==> config.mk <==
export PLATFORM = sky130hd
export DESIGN_NAME = timer0_counter
export DESIGN_NICKNAME = d
export VERILOG_FILES = /design/src/rtl/timer0_counter.sv
export SDC_FILE = /design/constraint.sdc
export NUM_CORES = 1
export LEC_CHECK = 0
export BUFFER_PORTS_ARGS = -buffer_cell sky130_fd_sc_hd__buf_2
export CAP_MARGIN = 20
export CELL_PAD_IN_SITES_DETAIL_PLACEMENT = 0
export CELL_PAD_IN_SITES_GLOBAL_PLACEMENT = 1
export CORE_AREA = 2 2 71 73
export DETAILED_ROUTE_END_ITERATION = 12
export DIE_AREA = 0 0 73 75
export GPL_TIMING_DRIVEN = 0
export PLACE_DENSITY_LB_ADDON = 0.1
export SYNTH_ARGS = -nofsm -noshare
export SYNTH_HDL_FRONTEND = slang
export SYNTH_SLANG_ARGS = --single-unit
==> constraint.sdc <==
create_clock -name clock -period 2.5 [get_ports clock]
set_clock_uncertainty 0.1 [all_clocks]
set_input_delay 0.375 -clock clock [delete_from_list [all_inputs] [get_ports clock]]
set_output_delay 0.375 -clock clock [all_outputs]
set_load 0.03 [all_outputs]
==> src/rtl/timer0_counter.sv <==
// Timer/Counter 0 datapath for the 8051: TL0/TH0 storage, mode 0-3 counting,
// SFR write/read-back and one-cycle TF0/TF1 set requests toward TCON.
module timer0_counter #(
  parameter logic [7:0] SFR_TL0 = 8'h8A,
  parameter logic [7:0] SFR_TH0 = 8'h8C
) (
  input  logic       clock,
  input  logic       reset,
  input  logic [7:0] data_in,
  input  logic [7:0] addr,
  input  logic       wr_en,
  input  logic       wr_bit_en,
  input  logic       rd_en,
  input  logic       cycle_tick,
  input  logic [3:0] tmod0,
  input  logic       tr0,
  input  logic       tr1,
  input  logic       int0_n,
  input  logic       t0_pin,
  output logic [7:0] data_out,
  output logic       rd_hit,
  output logic [7:0] tl0,
  output logic [7:0] th0,
  output logic       tf0_set,
  output logic       tf1_set
);

  logic       r_t0_s1;
  logic       r_t0_s2;
  logic       r_t0_prev;
  logic [7:0] r_tl0;
  logic [7:0] r_th0;
  logic       r_tf0_set;
  logic       r_tf1_set;

  logic       w_gate;
  logic       w_ct;
  logic [1:0] w_mode;
  logic       w_t0_fall;
  logic       w_run0;
  logic       w_inc;
  logic       w_tick1;
  logic       w_wr_tl;
  logic       w_wr_th;
  logic [7:0] w_tl0_cnt;
  logic [7:0] w_th0_cnt;
  logic       w_ovf0;
  logic       w_ovf1;
  logic [7:0] w_tl0_nxt;
  logic [7:0] w_th0_nxt;
  logic       w_tf0_nxt;
  logic       w_tf1_nxt;

  assign w_gate    = tmod0[3];
  assign w_ct      = tmod0[2];
  assign w_mode    = tmod0[1:0];
  assign w_t0_fall = r_t0_prev & ~r_t0_s2;
  assign w_run0    = tr0 & (~w_gate | int0_n);
  assign w_inc     = w_run0 & (w_ct ? w_t0_fall : cycle_tick);
  assign w_tick1   = cycle_tick & tr1;
  assign w_wr_tl   = wr_en & ~wr_bit_en & (addr == SFR_TL0);
  assign w_wr_th   = wr_en & ~wr_bit_en & (addr == SFR_TH0);

  // T0 pin synchronizer; idles high so reset release never fakes a falling edge
  always_ff @(posedge clock or posedge reset) begin
    if (reset) begin
      r_t0_s1   <= 1'b1;
      r_t0_s2   <= 1'b1;
      r_t0_prev <= 1'b1;
    end else begin
      r_t0_s1   <= t0_pin;
      r_t0_s2   <= r_t0_s1;
      r_t0_prev <= r_t0_s2;
    end
  end

  always_comb begin
    w_tl0_cnt = r_tl0;
    w_th0_cnt = r_th0;
    w_ovf0    = 1'b0;
    w_ovf1    = 1'b0;
    case (w_mode)
      2'b00: begin
        if (w_inc && (r_tl0[4:0] == 5'h1F)) begin
          w_tl0_cnt = {r_tl0[7:5], 5'h00};
          w_th0_cnt = r_th0 + 8'h01;
          w_ovf0    = (r_th0 == 8'hFF);
        end else if (w_inc) begin
          w_tl0_cnt = {r_tl0[7:5], r_tl0[4:0] + 5'h01};
        end else begin
          w_tl0_cnt = r_tl0;
        end
      end
      2'b01: begin
        if (w_inc) begin
          {w_th0_cnt, w_tl0_cnt} = {r_th0, r_tl0} + 16'h0001;
          w_ovf0 = ({r_th0, r_tl0} == 16'hFFFF);
        end else begin
          w_tl0_cnt = r_tl0;
        end
      end
      2'b10: begin
        // auto-reload: TH0 is only a reload source here
        if (w_inc && (r_tl0 == 8'hFF)) begin
          w_tl0_cnt = r_th0;
          w_ovf0    = 1'b1;
        end else if (w_inc) begin
          w_tl0_cnt = r_tl0 + 8'h01;
        end else begin
          w_tl0_cnt = r_tl0;
        end
      end
      2'b11: begin
        if (w_inc) begin
          w_tl0_cnt = r_tl0 + 8'h01;
          w_ovf0    = (r_tl0 == 8'hFF);
        end else begin
          w_tl0_cnt = r_tl0;
        end
        if (w_tick1) begin
          w_th0_cnt = r_th0 + 8'h01;
          w_ovf1    = (r_th0 == 8'hFF);
        end else begin
          w_th0_cnt = r_th0;
        end
      end
      default: begin
        w_tl0_cnt = r_tl0;
        w_th0_cnt = r_th0;
      end
    endcase
  end

  // A written byte takes data_in and drops any overflow it would have produced
  assign w_tl0_nxt = w_wr_tl ? data_in : w_tl0_cnt;
  assign w_th0_nxt = w_wr_th ? data_in : w_th0_cnt;
  assign w_tf0_nxt = w_ovf0 & ~(w_mode[1] ? w_wr_tl : w_wr_th);
  assign w_tf1_nxt = w_ovf1 & ~w_wr_th;

  // Counter bytes and registered overflow pulses
  always_ff @(posedge clock or posedge reset) begin
    if (reset) begin
      r_tl0     <= 8'h00;
      r_th0     <= 8'h00;
      r_tf0_set <= 1'b0;
      r_tf1_set <= 1'b0;
    end else begin
      r_tl0     <= w_tl0_nxt;
      r_th0     <= w_th0_nxt;
      r_tf0_set <= w_tf0_nxt;
      r_tf1_set <= w_tf1_nxt;
    end
  end

  assign rd_hit = rd_en & ((addr == SFR_TL0) | (addr == SFR_TH0));

  // Read mux returns pre-increment values
  always_comb begin
    data_out = 8'h00;
    if (rd_hit && (addr == SFR_TL0)) begin
      data_out = r_tl0;
    end else if (rd_hit) begin
      data_out = r_th0;
    end else begin
      data_out = 8'h00;
    end
  end

  assign tl0     = r_tl0;
  assign th0     = r_th0;
  assign tf0_set = r_tf0_set;
  assign tf1_set = r_tf1_set;

endmodule

# Yosys cells after proc, flatten, opt, wreduce, memory -nomap -nowiden
# Cells that the tools add are included.
# word_totals
regBits	21
inputBits	30
# op_classes
addsub	4
eq_ne	15
mux	23
n_bitwise	17
reduce_logical	8
# op_table
operator	count
8-bit two-way mux	10
8-bit == test (second input constant)	4
8-bit case mux with 4 select lines	1
8-bit case mux with 3 select lines	1
16-bit by 1-bit adder with 16-bit output (second input constant)	1
8-bit by 1-bit adder with 8-bit output (second input constant)	2
16-bit == test (second input constant)	1
3-bit inequality test (second input constant)	4
1-bit AND	10
5-bit two-way mux	2
1-bit two-way mux	8
5-bit by 1-bit adder with 5-bit output (second input constant)	1
5-bit == test (second input constant)	1
1-bit inverter	5
2-bit == test (second input constant)	2
4-bit inequality test (second input constant)	1
1-bit case mux with 4 select lines	1
2-bit AND reduction	2
4-bit AND reduction	1
4-bit nonzero test	1
1-bit logical AND	3
2-bit by 1-bit == test with 1-bit output (second input constant)	1
2-bit logical NOT	1
2-bit inequality test (second input constant)	1
1-bit bitwise OR	2

# Longest topological paths before layout
# logic_depth
depth_word	8
depth_mapped	9

# Least setup slack after synthesis
# OpenSTA, ideal clock, no wires.
# synth_timing
path_kind	register to register
from	register r_tl0[0] (netlist: tl0[0])
to	register r_th0[4] (netlist: th0[4])
setup_time_ns	0.082
arrival_time_ns	2.317
required_time_ns	2.318
setup_slack_ns	0.001
path_stages_with_launch	10
path_buffers	1
synth_period_minus_slack_ns	2.499
path_cell_list	dfrtp_1 > ha_1 > nand3_1 > inv_1 > ha_1 > o21bai_1 > o31a_1 > buf_2 > or3_1 > a31oi_1
# synth_via
elab_chain_cells	4
elab_cells_between_ends	8
cone_classes	1 x add/sub; 2 x eq/ne; 3 x mux; 2 x reduce/logical
# synth_rtl
item	line	rtl
start: declaration	31	logic [7:0] r_tl0;
start signal: assignment	148	r_tl0 <= w_tl0_nxt;
16-bit by 1-bit adder with 16-bit output / 5-bit == test (equally long branches)	96, 84	
8-bit two-way mux / 1-bit logical AND (equally long branches)	95, 84	
8-bit case mux with 3 select lines / 3-bit inequality test (equally long branches)	-	
8-bit two-way mux / 4-bit AND reduction (equally long branches)	-	
end signal: assignment	149	r_th0 <= w_th0_nxt;
end: declaration	32	logic [7:0] r_th0;
# Parallel ways exist; a longest one is shown, timed or not. The select of a mux whose other input is x is not followed.
# A chain may end at the register's enable or synchronous reset.

# Worst setup path in the final report
# layout_timing
from	register r_tl0[1] (netlist: tl0[1])
to	register r_th0[4] (netlist: th0[4])
# Same word-level chain as after synthesis.

==> summary.md <==
| Metric | Value |
|---|---|
| Outcome | completed |
| Syn Area/Cell | 8.233 um^2 |
| Post-synthesis register bit count | 21 |
| Largest cells by area after synthesis | dfrtp_1, nor2_1, dfstp_2 |
| CP Launch Type | flip-flop |
| RSZ-0062 raised after global routing | no |
| Initial antenna violation count | 0 |
| Area grow syn2layout | 26.54% |
| Critical-path cell list | ha_1 -> nand3_2 -> inv_2 -> ha_1 -> o21bai_1 -> o31a_1 -> buf_2 -> or3_1 -> a31oi_1 |
| Remaining DRCs | 0 |
| Fill count | 506 |
| Layout Utilization | 43.14% |
| Sw frac | about 46% |
| Setup WS pre-CTS | -0.1111 ns |
| R2R Setup Slk | about 0.14 ns |
| DRT Wirelength | ~5400 um |
| Port bufs | 55 |
| Die Ht | roughly 75 um |
| Antenna Nets Post-Route | 0 |
| Worst path depth | 9 |
| Core Region | 4661 um^2 |
| Ys flop type | dfrtp_1 |
| Mapped cell area | 1589 um^2 |
| Die ar. | 5475 um^2 |
| Die X | 73 um |
| Top-Level Pins | 57 |
| Power density over the cells | 721.5 nW/um^2 |
| Clk pwr share | 16.8% |
| Fmax | 423.8 MHz |
| Post-synth cell types | 52 |
| Post-synth ARST share | 100.0% |
| Post-synthesis sequential area ratio | 33.31% |
| Worst hold path class | in2reg |
| Clock latency on the worst-skew pair | 0.27 ns |
| Slew @ Worst Pin | about 0.87 ns |
| Comb pwr share | 42.5% |
| Max Slew Vio Count | 0 |
| CTS Sinks | 21 |
| R2r worst-path depth | 9 |
| Reg-to-reg critical path startpoint | tl0[1]$_DFFE_PP0P_ |
| CP delay by family, top | compound AO/OA/AOI/OAI gates |
| Syn Inst Count | 193 |
| Clock slew at reported path FFs | roughly 0.09 ns |
| First-pass GRT wire length | 8604 um |
| Peak supply drop | 321.3 uV |
| CP Capture Point | th0[4]$_DFFE_PP0P_ |
| Final std cells w/o fill | 308 |
| EDFF count, synth | 0 |
| Syn nets | 226 |
| Vias in the first global route | ~1,600 |
| Slowest CP cell | dfrtp_2 |
| Final setup fails | 0 |
| Gr usage total | 20.83% |
| Worst setup margin | 0.1403 ns |
| WL per Instance | approximately 17 um |
| TNS Setup | 0 ns |
| CTS tree | done |
| Crit path top cell by count | ha_1 |
| Max Cap Viol | 0 |
| Max clock buf depth | 2 |
| Internal power | 776.7 uW |
| DR vias | 1,741 |
| Crit share post-route | 94.39% |
| GPL Wtd Cong | between 0.8 and 0.9 |
| Top post-synthesis cells by count | nor2_1, dfrtp_1, nand2_1, a31oi_1 |
| Worst path bufs/invs | 2 |
| Starting Density | 34.09% |
| Root Buffer | clkbuf_8 |
| Crit path from | tl0[1]$_DFFE_PP0P_ |
| Worst path arrival time | 2.45 ns |
| Post-synth top area cell | dfrtp_1 |
| Crit path max fanout | 10 |
| Detailed placement HPWL | around 4000 um |
| Share of cells above drive strength 1 | between 30% and 40% |
| Cts hold-fix bufs | 0 |
| Final Hold Vio Count | 0 |
| Crit. End Element | flip-flop |
| CTS buffer count | 3 |
| Leakage | 0.0008671 uW |
| Ys Warns | 0 |
| Sw Pwr | 674.1 uW |
| Largest net degree at the start of global routing | 22 |
| Final instance area | ~2000 um^2 |
| Sequential share of power | slightly above 40% |
| Yosys top cell area share | roughly 28% |
| DRT iter0 DRCs | between 200 and 300 |
| Dpl cells | 302 |
| Total grt overflow | 0 |
| WP data required | 2.59 ns |
| Row Count | 25 |
| Final min period | 2.360 ns |
| Most common cell in the synthesized netlist | nor2_1 |
| Vias per cell | 5.653 |
| Max-slew headroom | 42.26% |
| DR pass1 iterations | 4 |
| # diodes | 0 |
| CP Class | reg2reg |
| CP peak stage delay | 0.43 ns |
| Nets | roughly 290 |
| Placed inst area | between 1500 and 2000 um^2 |
| R2R Path End | th0[4]$_DFFE_PP0P_ |
| H-Tree Depth | 1 |
[routing by layer]
layer | track usage, % | share of wire (%) | wire, um
met5 | 0 | 0 | 0
met4 | 7.202 | 0.54 | 29
met3 | 2.945 | 4.8 | 257
met2 | 30.13 | 46 | 2453
met1 | 31.49 | 49 | 2610
[power by group through the flow]
stage	Sequential [uW]	Combinational, uW	Clock, uW
4_1_cts	584	615	250
2_1_floorplan	708	264	0
3_3_place_gp	601	580	0
5_1_grt	616	674	258
6_report	591	616	243
3_5_place_dp	602	582	0
[flip-flops by register name, summed over array words and instances, names as in the netlist]
register	flops
tf1_set	1
tf0_set	1
th0	8
r_t0_s2	1
r_t0_prev	1
r_t0_s1	1
tl0	8
[cells by family (layout without fill, tap and decap cells)]
group                      count (synthesis)  count (layout)  synth area share, %
muxes                                      5               5                3.622
buffers and inverters                     15              76                3.780
and+or+nand+nor                           88              88                29.68
adders and majority gates                  3               3                2.362
DFF                                       21              21                33.31
xor gates and xnor gates                   2               2                1.103
AOI/OAI and AO/OA                         59              59                26.14
[per-stage QoR]
step / hold WS [ns] / total power (uW)
6_report: 0.1002 / 1451
5_1_grt: 0.08968 / 1548
4_1_cts: 0.09307 / 1449
3_5_place_dp: 0.2534 / 1184
3_3_place_gp: 0.2465 / 1181
2_1_floorplan: 0.2452 / 971.8
[repair_timing]
item / CTS / global route
setup endpoints to repair: 6 / 19
setup buffers: 1 / 1
pin swaps: 0 / 1
gates resized for setup: 3 / 4
[area by class of cell]
class                           instances  area (um^2)  share of cell area [%]
Multi-Input combinational cell        157         1015                   50.47
Sequential cell                        21        531.8                   26.45
Timing Repair Buffer                   57        290.3                   14.44
Tap cell                               54        67.56                   3.360
Clock buffer                            3        41.29                   2.054
Buffer                                  8        33.78                   1.680
Inverter                                7        26.28                   1.307
Clock inverter                          1        5.005                  0.2489
[placed cells by master (no fill, tap or decap), drive strengths merged, types with 3 or more instances in the layout]
master  synthesis  layout
a21oi           7       7
a22o            8       8
dfstp           3       3
or3             6       6
o21ai          11      11
o31ai           5       5
nor2           25      25
ha              3       3
buf             3      60
nand3           9       9
inv             7       7
nor2b           5       5
nand2          12      12
nand2b          4       4
nand4           5       5
mux2            3       3
dfrtp          18      18
clkbuf          5       8
nor3            6       6
or4             3       3
a31oi          10      10
[worst min-delay path by stage]
| stage | cells after the start | startpoint | end |
|---|---|---|---|
| floorplan | 1 | reset | tf0_set$_DFF_PP0_ |
| global route | 1 | t0_pin | r_t0_s1$_DFF_PP1_ |
| detailed placement | 0 | r_t0_s1$_DFF_PP1_ | r_t0_s2$_DFF_PP1_ |
| finish | 1 | t0_pin | r_t0_s1$_DFF_PP1_ |
| global placement | 0 | r_t0_s1$_DFF_PP1_ | r_t0_s2$_DFF_PP1_ |
| CTS | 1 | t0_pin | r_t0_s1$_DFF_PP1_ |
Note: power is estimated with default switching activity, not from simulation.
